### src/rtl/ram_loader.sv
// Boot loader: packs a little-endian byte stream into WIDTH-bit words and
// writes them to consecutive RAM words. Optional trailing XOR checksum via RAM_LOADER_CHECKSUM_EN.
//
// state    | meaning
// S_IDLE   | waiting for start, outputs quiet
// S_HEADER | collecting the 4-byte word count
// S_DATA   | shifting bytes of the current word into wdata
// S_WRITE  | single enw cycle for the assembled word
// S_CHECK  | collecting the trailing checksum byte
// S_DONE   | load finished, done held until the next start
module ram_loader #(
  parameter int WIDTH = 32,
  parameter int DEPTH = 2048,
  parameter int BASE  = 0
) (
  input  logic             clock,
  input  logic             nreset,
  input  logic             start,
  input  logic [7:0]       byte_data,
  input  logic             byte_valid,
  output logic             byte_ready,
  output logic [WIDTH-1:0] address,
  output logic [WIDTH-1:0] wdata,
  output logic             enw,
  output logic             busy,
  output logic             done,
  output logic             error
);

  localparam int BPW = WIDTH / 8;

  typedef enum logic [2:0] {S_IDLE, S_HEADER, S_DATA, S_WRITE, S_CHECK, S_DONE} state_t;

  state_t      state, next_state;
  logic [23:0] hdr;
  logic [31:0] n_next;
  logic [31:0] word_n;
  logic [31:0] idx;
  logic [7:0]  byte_cnt;
  logic        wrote;
  logic        accept;
`ifdef RAM_LOADER_CHECKSUM_EN
  logic [7:0]  csum;
`endif

  assign byte_ready = (state == S_HEADER) || (state == S_DATA) || (state == S_CHECK);
  assign busy       = byte_ready || (state == S_WRITE);
  assign done       = (state == S_DONE);
  assign accept     = byte_valid && byte_ready;
  assign n_next     = {byte_data, hdr};

  always_ff @(posedge clock or negedge nreset) begin
    if (!nreset) state <= S_IDLE;
    else         state <= next_state;
  end

  always_comb begin
    next_state = state;
    case (state)
      S_IDLE:   if (start) next_state = S_HEADER;
      S_HEADER: if (accept && byte_cnt == 8'd3) begin
                  if (n_next == 32'd0 || n_next > 32'(DEPTH)) next_state = S_DONE;
                  else                                        next_state = S_DATA;
                end
      S_DATA:   if (accept && byte_cnt == 8'(BPW - 1)) next_state = S_WRITE;
      S_WRITE: begin
`ifdef RAM_LOADER_CHECKSUM_EN
        if (idx + 32'd1 < word_n) next_state = S_DATA;
        else                      next_state = S_CHECK;
`else
        if (idx + 32'd1 < word_n) next_state = S_DATA;
        else                      next_state = S_DONE;
`endif
      end
      S_CHECK:  if (accept) next_state = S_DONE;
      S_DONE:   if (start) next_state = S_HEADER;
      default:  next_state = S_IDLE;
    endcase
  end

  // Address advances only when the next word's first byte arrives, so the
  // RAM sees a stable address/data through enw and the cycle after it.
  always_ff @(posedge clock or negedge nreset) begin
    if (!nreset) begin
      hdr      <= '0;
      word_n   <= '0;
      idx      <= '0;
      byte_cnt <= '0;
      wrote    <= 1'b0;
      address  <= WIDTH'(BASE);
      wdata    <= '0;
      enw      <= 1'b0;
      error    <= 1'b0;
`ifdef RAM_LOADER_CHECKSUM_EN
      csum     <= '0;
`endif
    end else begin
      enw <= (next_state == S_WRITE);
      case (state)
        S_IDLE, S_DONE: if (start) begin
          byte_cnt <= '0;
          idx      <= '0;
          wrote    <= 1'b0;
          address  <= WIDTH'(BASE);
          wdata    <= '0;
          error    <= 1'b0;
`ifdef RAM_LOADER_CHECKSUM_EN
          csum     <= '0;
`endif
        end
        S_HEADER: if (accept) begin
          hdr <= n_next[31:8];
          if (byte_cnt == 8'd3) begin
            byte_cnt <= '0;
            word_n   <= n_next;
            if (n_next > 32'(DEPTH)) error <= 1'b1;
          end else begin
            byte_cnt <= byte_cnt + 8'd1;
          end
        end
        S_DATA: if (accept) begin
          wdata <= (wdata >> 8) | (WIDTH'(byte_data) << (WIDTH - 8));
          if (byte_cnt == 8'(BPW - 1)) byte_cnt <= '0;
          else                         byte_cnt <= byte_cnt + 8'd1;
          if (byte_cnt == 8'd0 && wrote) begin
            idx     <= idx + 32'd1;
            address <= address + WIDTH'(1);
          end
`ifdef RAM_LOADER_CHECKSUM_EN
          csum <= csum ^ byte_data;
`endif
        end
        S_WRITE: wrote <= 1'b1;
        S_CHECK: begin
`ifdef RAM_LOADER_CHECKSUM_EN
          if (accept && byte_data != csum) error <= 1'b1;
`endif
        end
        default: ;
      endcase
    end
  end

endmodule

### config.mk
export PLATFORM = sky130hd
export DESIGN_NAME = ram_loader
export DESIGN_NICKNAME = d
export VERILOG_FILES = /design/src/rtl/ram_loader.sv
export SDC_FILE = /design/constraint.sdc
export NUM_CORES = 1
export LEC_CHECK = 0
export CORE_MARGIN = 3
export CORE_UTILIZATION = 50
export DETAILED_ROUTE_END_ITERATION = 10
export GPL_ROUTABILITY_DRIVEN = 0
export GPL_TIMING_DRIVEN = 0
export PLACE_DENSITY_LB_ADDON = 0.15
export SYNTH_ARGS = -nofsm -noshare
export SYNTH_HDL_FRONTEND = slang
export SYNTH_SLANG_ARGS = --single-unit
### constraint.sdc
create_clock -name clock -period 5.31 [get_ports clock]
set_input_delay 1.3275 -clock clock [delete_from_list [all_inputs] [get_ports clock]]
set_output_delay 1.3275 -clock clock [all_outputs]
set_load 0.05 [all_outputs]
# After elaboration in Yosys (flattened, before gate mapping)

Index checks and enable logic that the tools add are counted.

Register bits after elaboration: 166
Input bits: 12
Output and inout port bits: 69
Word-level logic and storage cells: 79

Add/sub/neg operators: 3
Order comparisons: 2
Equality and inequality tests: 14
Mux-type cells: 26
Bitwise logic cells: 1
Reduce and logical (&&, ||, !) cells: 23

Operator list:

| kind                                                            | number |
|---|---|
| two-way mux 32 bit                                              | 6 |
| case mux 32 bit (2 select lines)                                | 3 |
| adder 32 x 1 -> 32 bit, second input constant                   | 2 |
| greater-than comparator 32 x 12 -> 1 bit, second input constant | 1 |
| zero test 32 bit                                                | 1 |
| < comparator 32 bit                                             | 1 |
| OR 24 x 32 -> 32 bit                                            | 1 |
| two-way mux 8 bit                                               | 3 |
| two-way mux 3 bit                                               | 6 |
| case mux 8 bit (2 select lines)                                 | 1 |
| case mux 3 bit (5 select lines)                                 | 1 |
| != test 2 x 1 -> 1 bit, second input constant                   | 5 |
| equality test 3 x 2 -> 1 bit, second input constant             | 3 |
| AND reduction 3 bit                                             | 3 |
| adder 8 x 1 -> 8 bit, second input constant                     | 1 |
| equality test 8 x 2 -> 1 bit, second input constant             | 1 |
| zero test 8 bit                                                 | 1 |
| nonzero test 2 bit                                              | 4 |
| equality test 3 bit, second input constant                      | 2 |
| AND reduction 5 bit                                             | 1 |
| logical OR 1 bit                                                | 4 |
| two-way mux 1 bit                                               | 4 |
| != test 2 bit, second input constant                            | 2 |
| case mux 1 bit (2 select lines)                                 | 2 |
| other kinds (6)                                                 | 10 |

# Longest topological paths before layout

Gate-level depths: netlist of run 1.

Word-level depth: 8
Mapped depth: 14

# Least setup slack after synthesis of run 1

No wires, ideal clock.

Path type: reg2reg
From: reg idx[3]
To: reg state[0]
Library setup time: 68 ps
Arrival: 3339 ps
Setup slack: 1902 ps
Cell stages (with the launch flop): 13
Buffers on the path: 2
Period minus slack after synthesis: 3408 ps
Cells stage by stage: dfrtp_1 -> clkbuf_1 -> nand4_1 -> or2_2 -> clkbuf_1 -> nor3_1 -> nand3_1 -> xnor2_1 -> ha_1 -> nand4_1 -> or4_1 -> a211o_1 -> nand3_1

Cells in the longest elaborated chain, start to end: 4

Ends and longest elaborated chain:

| what                            | RTL line | RTL |
|---|---|---|
| from (decl)                     | 38       | `logic [31:0] idx;` |
| from (signal assigned)          | 126      | `idx <= idx + 32'd1;` |
| adder 32 x 1 -> 32 bit          | 71       | `if (idx + 32'd1 < word_n) next_state = S_DATA;` |
| < comparator 32 bit             | 71       |  |
| two-way mux 3 bit               | 71       |  |
| case mux 3 bit (5 select lines) | 59       | `case (state)` |
| net next_state[0]               | 34       | `state_t state, next_state;` |
| to (signal assigned)            | 54       | `else state <= next_state;` |
| to (decl)                       | 34       |  |

The timed path passes the listed nets, and every way through them passes these cells.
A chain may end at the register's enable or synchronous reset.

# Worst setup path in the final report of run 1

From: reg idx[3]
To: reg state[2]

The elaborated chain is that of the path after synthesis.

==> results.txt, run 1 <==
The flow ran to the end, and the final reports show no timing, DRC or antenna violations. Of the total power, combinational logic draws 27.3%. The share of the core filled with cells in the final layout is 61.3%. The simple-gate share of the synthesized area came out at 20.0%. The synthesized-area fraction occupied by ao, oa, aoi and oai cells is 12.7%. The post-placement cell count came out at 1233. The final worst slack came out at 1.17 ns. The number of enable flip-flop cells after synthesis is 0. The clock period minus worst slack is 4.14 ns. The number of instances resized during post-cts repair came out at 0. The largest voltage drop on the vdd net came out at 0.265 mV.

From bottom edge to top edge, the die measures 139 µm. From synthesis to final layout, the design area changed by 19.7%. In this run, flip-flops and latches consume 40.9% of the power. The final hold violation count is 0. The biggest fanout along the worst timing path is 8.

Of the total synthesized cell area, the portion taken by full adders, half adders and majority gates is 4.93%. The startpoint type of the worst setup path is a flip-flop. The total routed wirelength came out at 22300 µm. Global routing used 23.5% of the available tracks.

Dividing the detail-routed wire length by the instance count gives 17.6 µm. The post-place instance area came out at 10000 µm². STA classifies the critical path endpoint as a flip-flop.

For this run, the slowest stage of the critical path takes 0.76 ns. The H-tree generated during clock tree synthesis spans 4 levels. For this design the top-level I/O count stands at 81.

The top cell types in the final layout, fill and taps aside, are sky130_fd_sc_hd__dfrtp_1 (166), sky130_fd_sc_hd__nand2_1 (130), sky130_fd_sc_hd__clkdlybuf4s50_1 (79). The part of the Yosys area used for sequential elements came out at 46.8%. The setup slack of the most critical reg-to-reg path is 1.17 ns. The number of nets with antenna violations after routing came out at 0. Detailed placement ended at an HPWL of 15800 µm. Synthesis produced 927 cells. The combined area of all synthesized cells is 8880 µm². The transition time at the pin with the least slew margin came out at 1.19 ns.

The iteration count of the initial detailed-routing pass is 5. The area of the core came out at 17400 µm². The number of buffers added by the clock tree synthesis step came out at 17. Registers take 4150 µm².

In this run the power spent charging and discharging nets is 1.42 mW. Setup repair after global routing left no endpoint under its margin. The floorplan step defined a die boundary enclosing 19400 µm². The total non-filler cell area in the finished layout is 10600 µm². The maximum clock path buffer count is 2.

The share of total power dissipated in the clock network is 31.8%. The DRC violation total after the first TritonRoute iteration came out at 403. The async set or reset register ratio after synthesis came out at 100%. The number of different library cells used by synthesis comes to 62. By area, the combinational part of the netlist is dominated by simple AND/OR/NAND/NOR gates. The number of clock sinks is 166. The total DRC errors in the routed layout is 0.

The post-route non-filler standard cell count is 1264. Before CTS, the worst setup slack after placement is 1.26 ns. The post-route clock period utilization is 77.9%.

At the later pin of the worst-skew pair, clock insertion delay measures 0.43 ns. The signal on the critical path passes through clkbuf_1, nand4_1, or2_2, clkbuf_1, nor3_1, nand3_1, xnor2_1, ha_1, nand4_1, nor2_1, a221oi_1, a31o_2, nand3_1. Measured against its own limit, the worst slew margin works out to 20.1%. The power per unit of standard cell area is 394 nW/µm². The standard cell with the maximum stage delay on the critical path is sky130_fd_sc_hd__nor3_1. The final hold slack came out at 0.463 ns.

Entering global routing, the biggest net connects 94 pins. Across the run, the number of max-cap violations was 0. The final worst clock skew is 0.00830 ns. The die is 139 µm wide. The standard-cell row count came out at 48. Synthesis inferred 166 register bits. The global-route congestion overflow total is 0.

The average footprint of a synthesized cell is 9.58 µm². The share of cell area taken by muxes after synthesis is 6.96%. Setup violations remaining at the end of the flow were counted as 0. The xor and xnor fraction of the mapped netlist area came out at 4.44%.

The internal portion of total power came out at 2.77 mW. The via count came out at 7389. For the worst setup path, the data arrival time is 4.44 ns. In the final design database the tool counted 1074 nets.

The average via count per standard cell is 5.85. The TritonCTS clock tree is built. The clock transition at the registers of the reported paths came out at 0.06 ns. The number of warnings printed during yosys synthesis is 0. The first-pass GRT wire length is 37100 µm. After clock tree synthesis, the flow added hold-fix buffers numbering 0. The number of max-slew violations in the final report came out at 0. After filler insertion, the fill cell instance count of the layout stands at 1469. The switching part of the total power came out at 33.9%. The share of layout cells above drive strength 1 came out at 9.72%. The number of inserted diodes came out at 0. The critical path in this run is classified as reg2reg.

The min-delay analysis places its worst path in the category reg2reg. The most frequent standard cell in the layout excluding fill and tap cells is sky130_fd_sc_hd__dfrtp_1. The buffers inserted during post-CTS setup optimization came out at 0.

The multi-input combinational cells in the finished layout cover a total of 4360 µm². The leakage dissipation is 4.60 nW. The tree is rooted in a sky130_fd_sc_hd__clkbuf_16. The maximum clock rate is 0.242 GHz. Among all flip-flop cells after synthesis, the most frequent one is sky130_fd_sc_hd__dfrtp_1.

When the netlist entered floorplanning its net count stood at 974. The effective utilization at floorplan is 51.2%. The number of buffer cells added on primary ports came out at 80. The endpoint required time on the critical path is 5.61 ns.

The via count of the first global-routing pass is 6928. The number of antenna violations at the first check in global routing is 0.
## Yosys cell counts (4+ instances only)
| cell | n | area, µm² |
|---|---|---|
| sky130_fd_sc_hd__and3_1 | 9 | 56.3 |
| sky130_fd_sc_hd__a41oi_1 | 5 | 43.8 |
| sky130_fd_sc_hd__mux2_2 | 54 | 608 |
| sky130_fd_sc_hd__ha_1 | 35 | 438 |
| sky130_fd_sc_hd__clkbuf_1 | 44 | 165 |
| sky130_fd_sc_hd__nor4_1 | 20 | 125 |
| sky130_fd_sc_hd__a31oi_1 | 14 | 87.6 |
| sky130_fd_sc_hd__o31a_1 | 6 | 52.6 |
| sky130_fd_sc_hd__a21oi_1 | 40 | 200 |
| sky130_fd_sc_hd__or4_1 | 18 | 135 |
| sky130_fd_sc_hd__nand4_1 | 16 | 100 |
| sky130_fd_sc_hd__nor2_1 | 37 | 139 |
| sky130_fd_sc_hd__nor2b_1 | 6 | 37.5 |
| sky130_fd_sc_hd__o21ai_0 | 49 | 245 |
| sky130_fd_sc_hd__buf_2 | 5 | 25.0 |
| sky130_fd_sc_hd__o31ai_1 | 29 | 218 |
| sky130_fd_sc_hd__xnor2_1 | 32 | 280 |
| sky130_fd_sc_hd__nand3_1 | 65 | 325 |
| sky130_fd_sc_hd__buf_1 | 4 | 15.0 |
| sky130_fd_sc_hd__a22o_1 | 4 | 35.0 |
| sky130_fd_sc_hd__xor2_1 | 13 | 114 |
| sky130_fd_sc_hd__and4_1 | 10 | 87.6 |
| sky130_fd_sc_hd__nor3_1 | 15 | 75.1 |
| sky130_fd_sc_hd__nand2_1 | 130 | 488 |
| sky130_fd_sc_hd__nand2b_1 | 8 | 50.1 |
| sky130_fd_sc_hd__dfrtp_1 | 166 | 4150 |
| sky130_fd_sc_hd__inv_1 | 42 | 158 |
| sky130_fd_sc_hd__or3_1 | 5 | 31.3 |
## path summary, 6_finish.rpt
check / end / cells after the start / startpoint
max: state[2] / 13 / idx[3]
min: wdata[5] / 2 / wdata[5]
max reg2reg: state[2] / 13 / idx[3]
min reg2reg: wdata[5] / 2 / wdata[5]
max in group asynchronous: byte_cnt[3] / 2 / nreset
min in group asynchronous: wdata[4] / 1 / nreset
## power by group through the flow
stage	combinational, mW	clock (mW)	sequential (mW)
2_1_floorplan	0.777	0	1.71
3_3_place_gp	1.11	0	1.73
3_5_place_dp	1.13	0	1.74
4_1_cts	1.15	1.35	1.71
5_1_grt	1.27	1.40	1.74
6_report	1.14	1.33	1.72
## critical path, delay by kind of cell, from the launching register on
kind,cells,cell delay [ns]
compound gates,2,0.86
fa+ha+maj,1,0.29
buf+inv,2,0.47
xor+xnor,1,0.27
simple gates,7,1.79
flops,1,0.32
## registers in the layout, indices dropped and copies added, names as in the netlist
register  count
idx          32
enw           1
address      32
wrote         1
hdr          24
word_n       32
state         3
wdata        32
error         1
byte_cnt      8
## area by class of cell
cell class	instances	area share, %
multi-input cells	664	41.0
flip-flops and latches	166	39.1
repair buffers	81	7.84
clock buffers	20	4.29
well taps	225	2.65
plain buffers	54	2.04
clock inverters	11	1.65
inverters	43	1.52
## metal layers
metal / vias up / wire length (µm) / track usage (%)
li1: 3544 / - / -
met1: 3591 / 10800 / 34.7
met2: 225 / 9960 / 35.7
met3: 29 / 1200 / 4.30
met4: 0 / 396 / 6.49
met5: - / 0 / 0
## cells by family after synthesis
kind of cell	Yosys count
flip-flops	166
adder cells (fa/ha/maj)	35
AND/OR/NAND/NOR	353
XOR/XNOR	45
AO/OA/AOI/OAI	176
buffers and inverters	97
multiplexers	55
## metrics by stage
step	power (mW)	TNS [ns]
final	4.19	0
after CTS	4.21	0
after global placement	2.84	-669.39
after global routing	4.42	0
after floorplan	2.48	0
after detailed placement	2.87	0
(Power assumes the default switching activity.)
==> inputs of run 2 (changes only) <==
==> constraint.sdc (replaced) <==
create_clock -name clock -period 4.3 [get_ports clock]
set_input_delay 1.075 -clock clock [delete_from_list [all_inputs] [get_ports clock]]
set_output_delay 1.075 -clock clock [all_outputs]
set_load 0.05 [all_outputs]
==> results of run 2 <==
The final DEF is identical to that of run 1. Status: complete, no violations.
Main changes from that run: setup slack after placement 1.26 ns -> 0.260 ns; setup slack after layout 1.17 ns -> 0.163 ns; register-to-register setup slack 1.17 ns -> 0.16 ns; total power 4.19 mW -> 5.18 mW; worst IR drop on VDD 0.265 mV -> 0.327 mV
==> inputs of run 3 (changes only) <==
--- a/config.mk
+++ b/config.mk
@@ -7,10 +7,12 @@
 export LEC_CHECK = 0
 export CORE_MARGIN = 3
 export CORE_UTILIZATION = 50
+export CTS_CLUSTER_DIAMETER = 150
 export DETAILED_ROUTE_END_ITERATION = 10
 export GPL_ROUTABILITY_DRIVEN = 0
 export GPL_TIMING_DRIVEN = 0
 export PLACE_DENSITY_LB_ADDON = 0.15
+export RECOVER_POWER = 25
 export SYNTH_ARGS = -nofsm -noshare
 export SYNTH_HDL_FRONTEND = slang
 export SYNTH_SLANG_ARGS = --single-unit
==> run 3 against run 2 <==
Against the previous run: the flow now finishes with violations (max-capacitance violations, max-slew violations); final area decreased by 0.28%; non-clock buffer count unchanged; largest cell class unchanged; final cell count unchanged; setup slack improved by 0.0045 ns; sequential cell count unchanged; worst hold slack about the same; die area unchanged; clock power about the same.
==> results.txt, run 3 (synthesized netlist as in run 1, its figures left out) <==
The flow ran to the end, but the final reports show violations. The checks that failed: max-capacitance violations, max-slew violations. The via count of the first global-routing pass came out at 6928.

The biggest fanout along the worst timing path came out at 8. In this run the critical register-to-register path is captured at state[2]. The largest net degree at the start of global routing is 94. After layout, the minimum clock period comes to 4.13 ns.

The post-route clock period utilization came out at 96.1%. The relative slew slack came out at -21.8%. The worst register-to-register path has a depth of 13. The largest voltage drop on the vdd net is 0.327 mV. After detailed routing, the number of remaining DRC violations is 0. The via count is 7389. The total chip power is 5.18 mW. The most frequent standard cell in the layout excluding fill and tap cells is sky130_fd_sc_hd__dfrtp_1. The average via count per standard cell is 5.85. The share of the core filled with cells in the final layout is 61.1%.

The area growth from synthesis to layout is 19.4%. The iteration count of the initial detailed-routing pass came out at 5. In this design, the stage delay of the slowest critical-path cell is 0.76 ns. STA classifies the critical path endpoint as a flip-flop. In the layout the commonest cells are sky130_fd_sc_hd__dfrtp_1 (166), sky130_fd_sc_hd__nand2_1 (130), sky130_fd_sc_hd__clkdlybuf4s50_1 (79).

The cell depth of the worst min-delay path came out at 2. The number of nets with antenna violations after routing came out at 0. The number of buffers inserted by hold repair at cts is 0. The max capacitance violation total is 1. Buffers added to address setup during post-CTS repair amount to 0.

The worst-skew pair later-pin latency came out at 0.43 ns. The top-level port count is 81. The number of max-slew violations in the final report came out at 75. The post-DP HPWL came out at 15800 µm.

The worst hold path terminates at wdata[5]. The root buffer cell chosen for the clock tree is sky130_fd_sc_hd__clkbuf_16. The number of inserted diodes came out at 0. The worst hold path belongs to the class reg2reg.

The maximum level of the CTS H-tree came out at 4. The startpoint identified for the worst register-to-register timing path is idx[3]. The setup slack of the most critical reg-to-reg path is 0.17 ns. The maximum clock rate is 0.242 GHz. The area of the core is 17400 µm².

The clock transition at the registers of the reported paths came out at 0.06 ns. The critical path in this run is classified as reg2reg. After detailed routing, the average wire length per cell comes to 17.6 µm.

STA classifies the critical path startpoint as a flip-flop. The number of instances resized during post-cts repair came out at 0. Power spread over the standard cell area amounts to 488 nW/µm². The endpoint required time on the critical path came out at 4.60 ns. The die boundary width came out at 139 µm.

The first-pass GRT wire length came out at 37100 µm. The number of buffer cells added on primary ports is 80. The number of buffers added by the clock tree synthesis step came out at 17. TritonCTS built the clock tree.

The post-route netlist has 9.72% of its cells at a drive strength greater than 1. The number of antenna violations at the first check in global routing came out at 0. The maximum clock path buffer count is 2.

For this run, the post-layout net count is 1074. The startpoint identified for the worst hold timing path is wdata[5]. Counting every sink on the clock net gives 166. The final hold violation count came to 0.

The global-route congestion overflow total came out at 0. The worst path arrival time came out at 4.44 ns. For the pin with the worst max-slew slack, the measured transition is 1.83 ns. The analysis attributes to cell leakage a power of 4.59 nW. The overall fraction of global-route tracks in use is 23.5%. The final worst clock skew is 0.00847 ns.

For this block, the routed nets add up to 22300 µm of wire. The slowest stage of the critical path belongs to the cell sky130_fd_sc_hd__nor3_1. Setup violations remaining at the end of the flow were counted as 0. The final hold slack came out at 0.463 ns. Traced cell by cell, the critical path runs through clkbuf_1, nand4_1, or2_2, clkbuf_1, nor3_1, nand3_1, xnor2_1, ha_1, nand4_1, nor2_1, a221oi_1, a31o_2, nand3_1. The total die area came out at 19400 µm².

The standard-cell row count is 48. The floorplan step set the die height to 139 µm. Setup repair after global routing left no endpoint under its margin. The effective utilization at floorplan is 51.2%. The DRC violation total after the first TritonRoute iteration is 403.
-- run 3: metrics by stage --
| step | cell area [µm²] | setup slack (ns) | cells | setup TNS, ns |
|---|---|---|---|---|
| after global routing | 10600 | 0.0769 | 1264 | 0 |
| after floorplan | 8880 | 0.892 | 927 | 0 |
| after CTS | 10600 | 0.219 | 1264 | 0 |
| after global placement | 9970 | -4.81 | 1232 | -795.14 |
| final | 10600 | 0.167 | 1264 | 0 |
| after detailed placement | 10000 | 0.260 | 1233 | 0 |
-- run 3: routing by layer --
layer	GRT usage [%]	part of all wire (%)	wire, µm
met5	0	0	0
met4	6.49	1.7	389
met3	4.30	5.2	1170
met2	35.7	45	9970
met1	34.7	48	10800
-- run 3: worst max-delay path, delay by kind of cell, from the launching register on --
kind            cells  cell delay, ns
flops               1            0.32
xor+xnor            1            0.27
compound gates      2            0.86
simple gates        7            1.79
buf+inv             2            0.47
fa+ha+maj           1            0.29
-- run 3: how the worst max path moves through the flow --
stage / start / end / slack [ns] / cells past startpoint
final: idx[3] / state[2] / 0.17 / 13
after global routing: idx[3] / state[2] / 0.08 / 13
after CTS: idx[3] / state[2] / 0.22 / 13
after detailed placement: idx[3] / state[2] / 0.26 / 13
after global placement: nreset / byte_cnt[3] / -4.81 / 1
after floorplan: idx[3] / state[0] / 0.89 / 12
-- run 3: cell type report --
| class | count | area [µm²] |
|---|---|---|
| Buffer | 54 | 216 |
| Clock buffer | 20 | 457 |
| Clock inverter | 11 | 175 |
| Fill cell | 1472 | 6750 |
| Inverter | 43 | 161 |
| Multi-Input combinational cell | 664 | 4360 |
| Sequential cell | 166 | 4150 |
| Tap cell | 225 | 282 |
| Timing Repair Buffer | 81 | 803 |
-- run 3: power breakdown --
part,switching [mW],total [mW],internal [mW]
Sequential,0.257,2.12,1.86
Combinational,0.854,1.41,0.556
Clock,0.642,1.64,1.00
Total,1.75,5.18,3.42
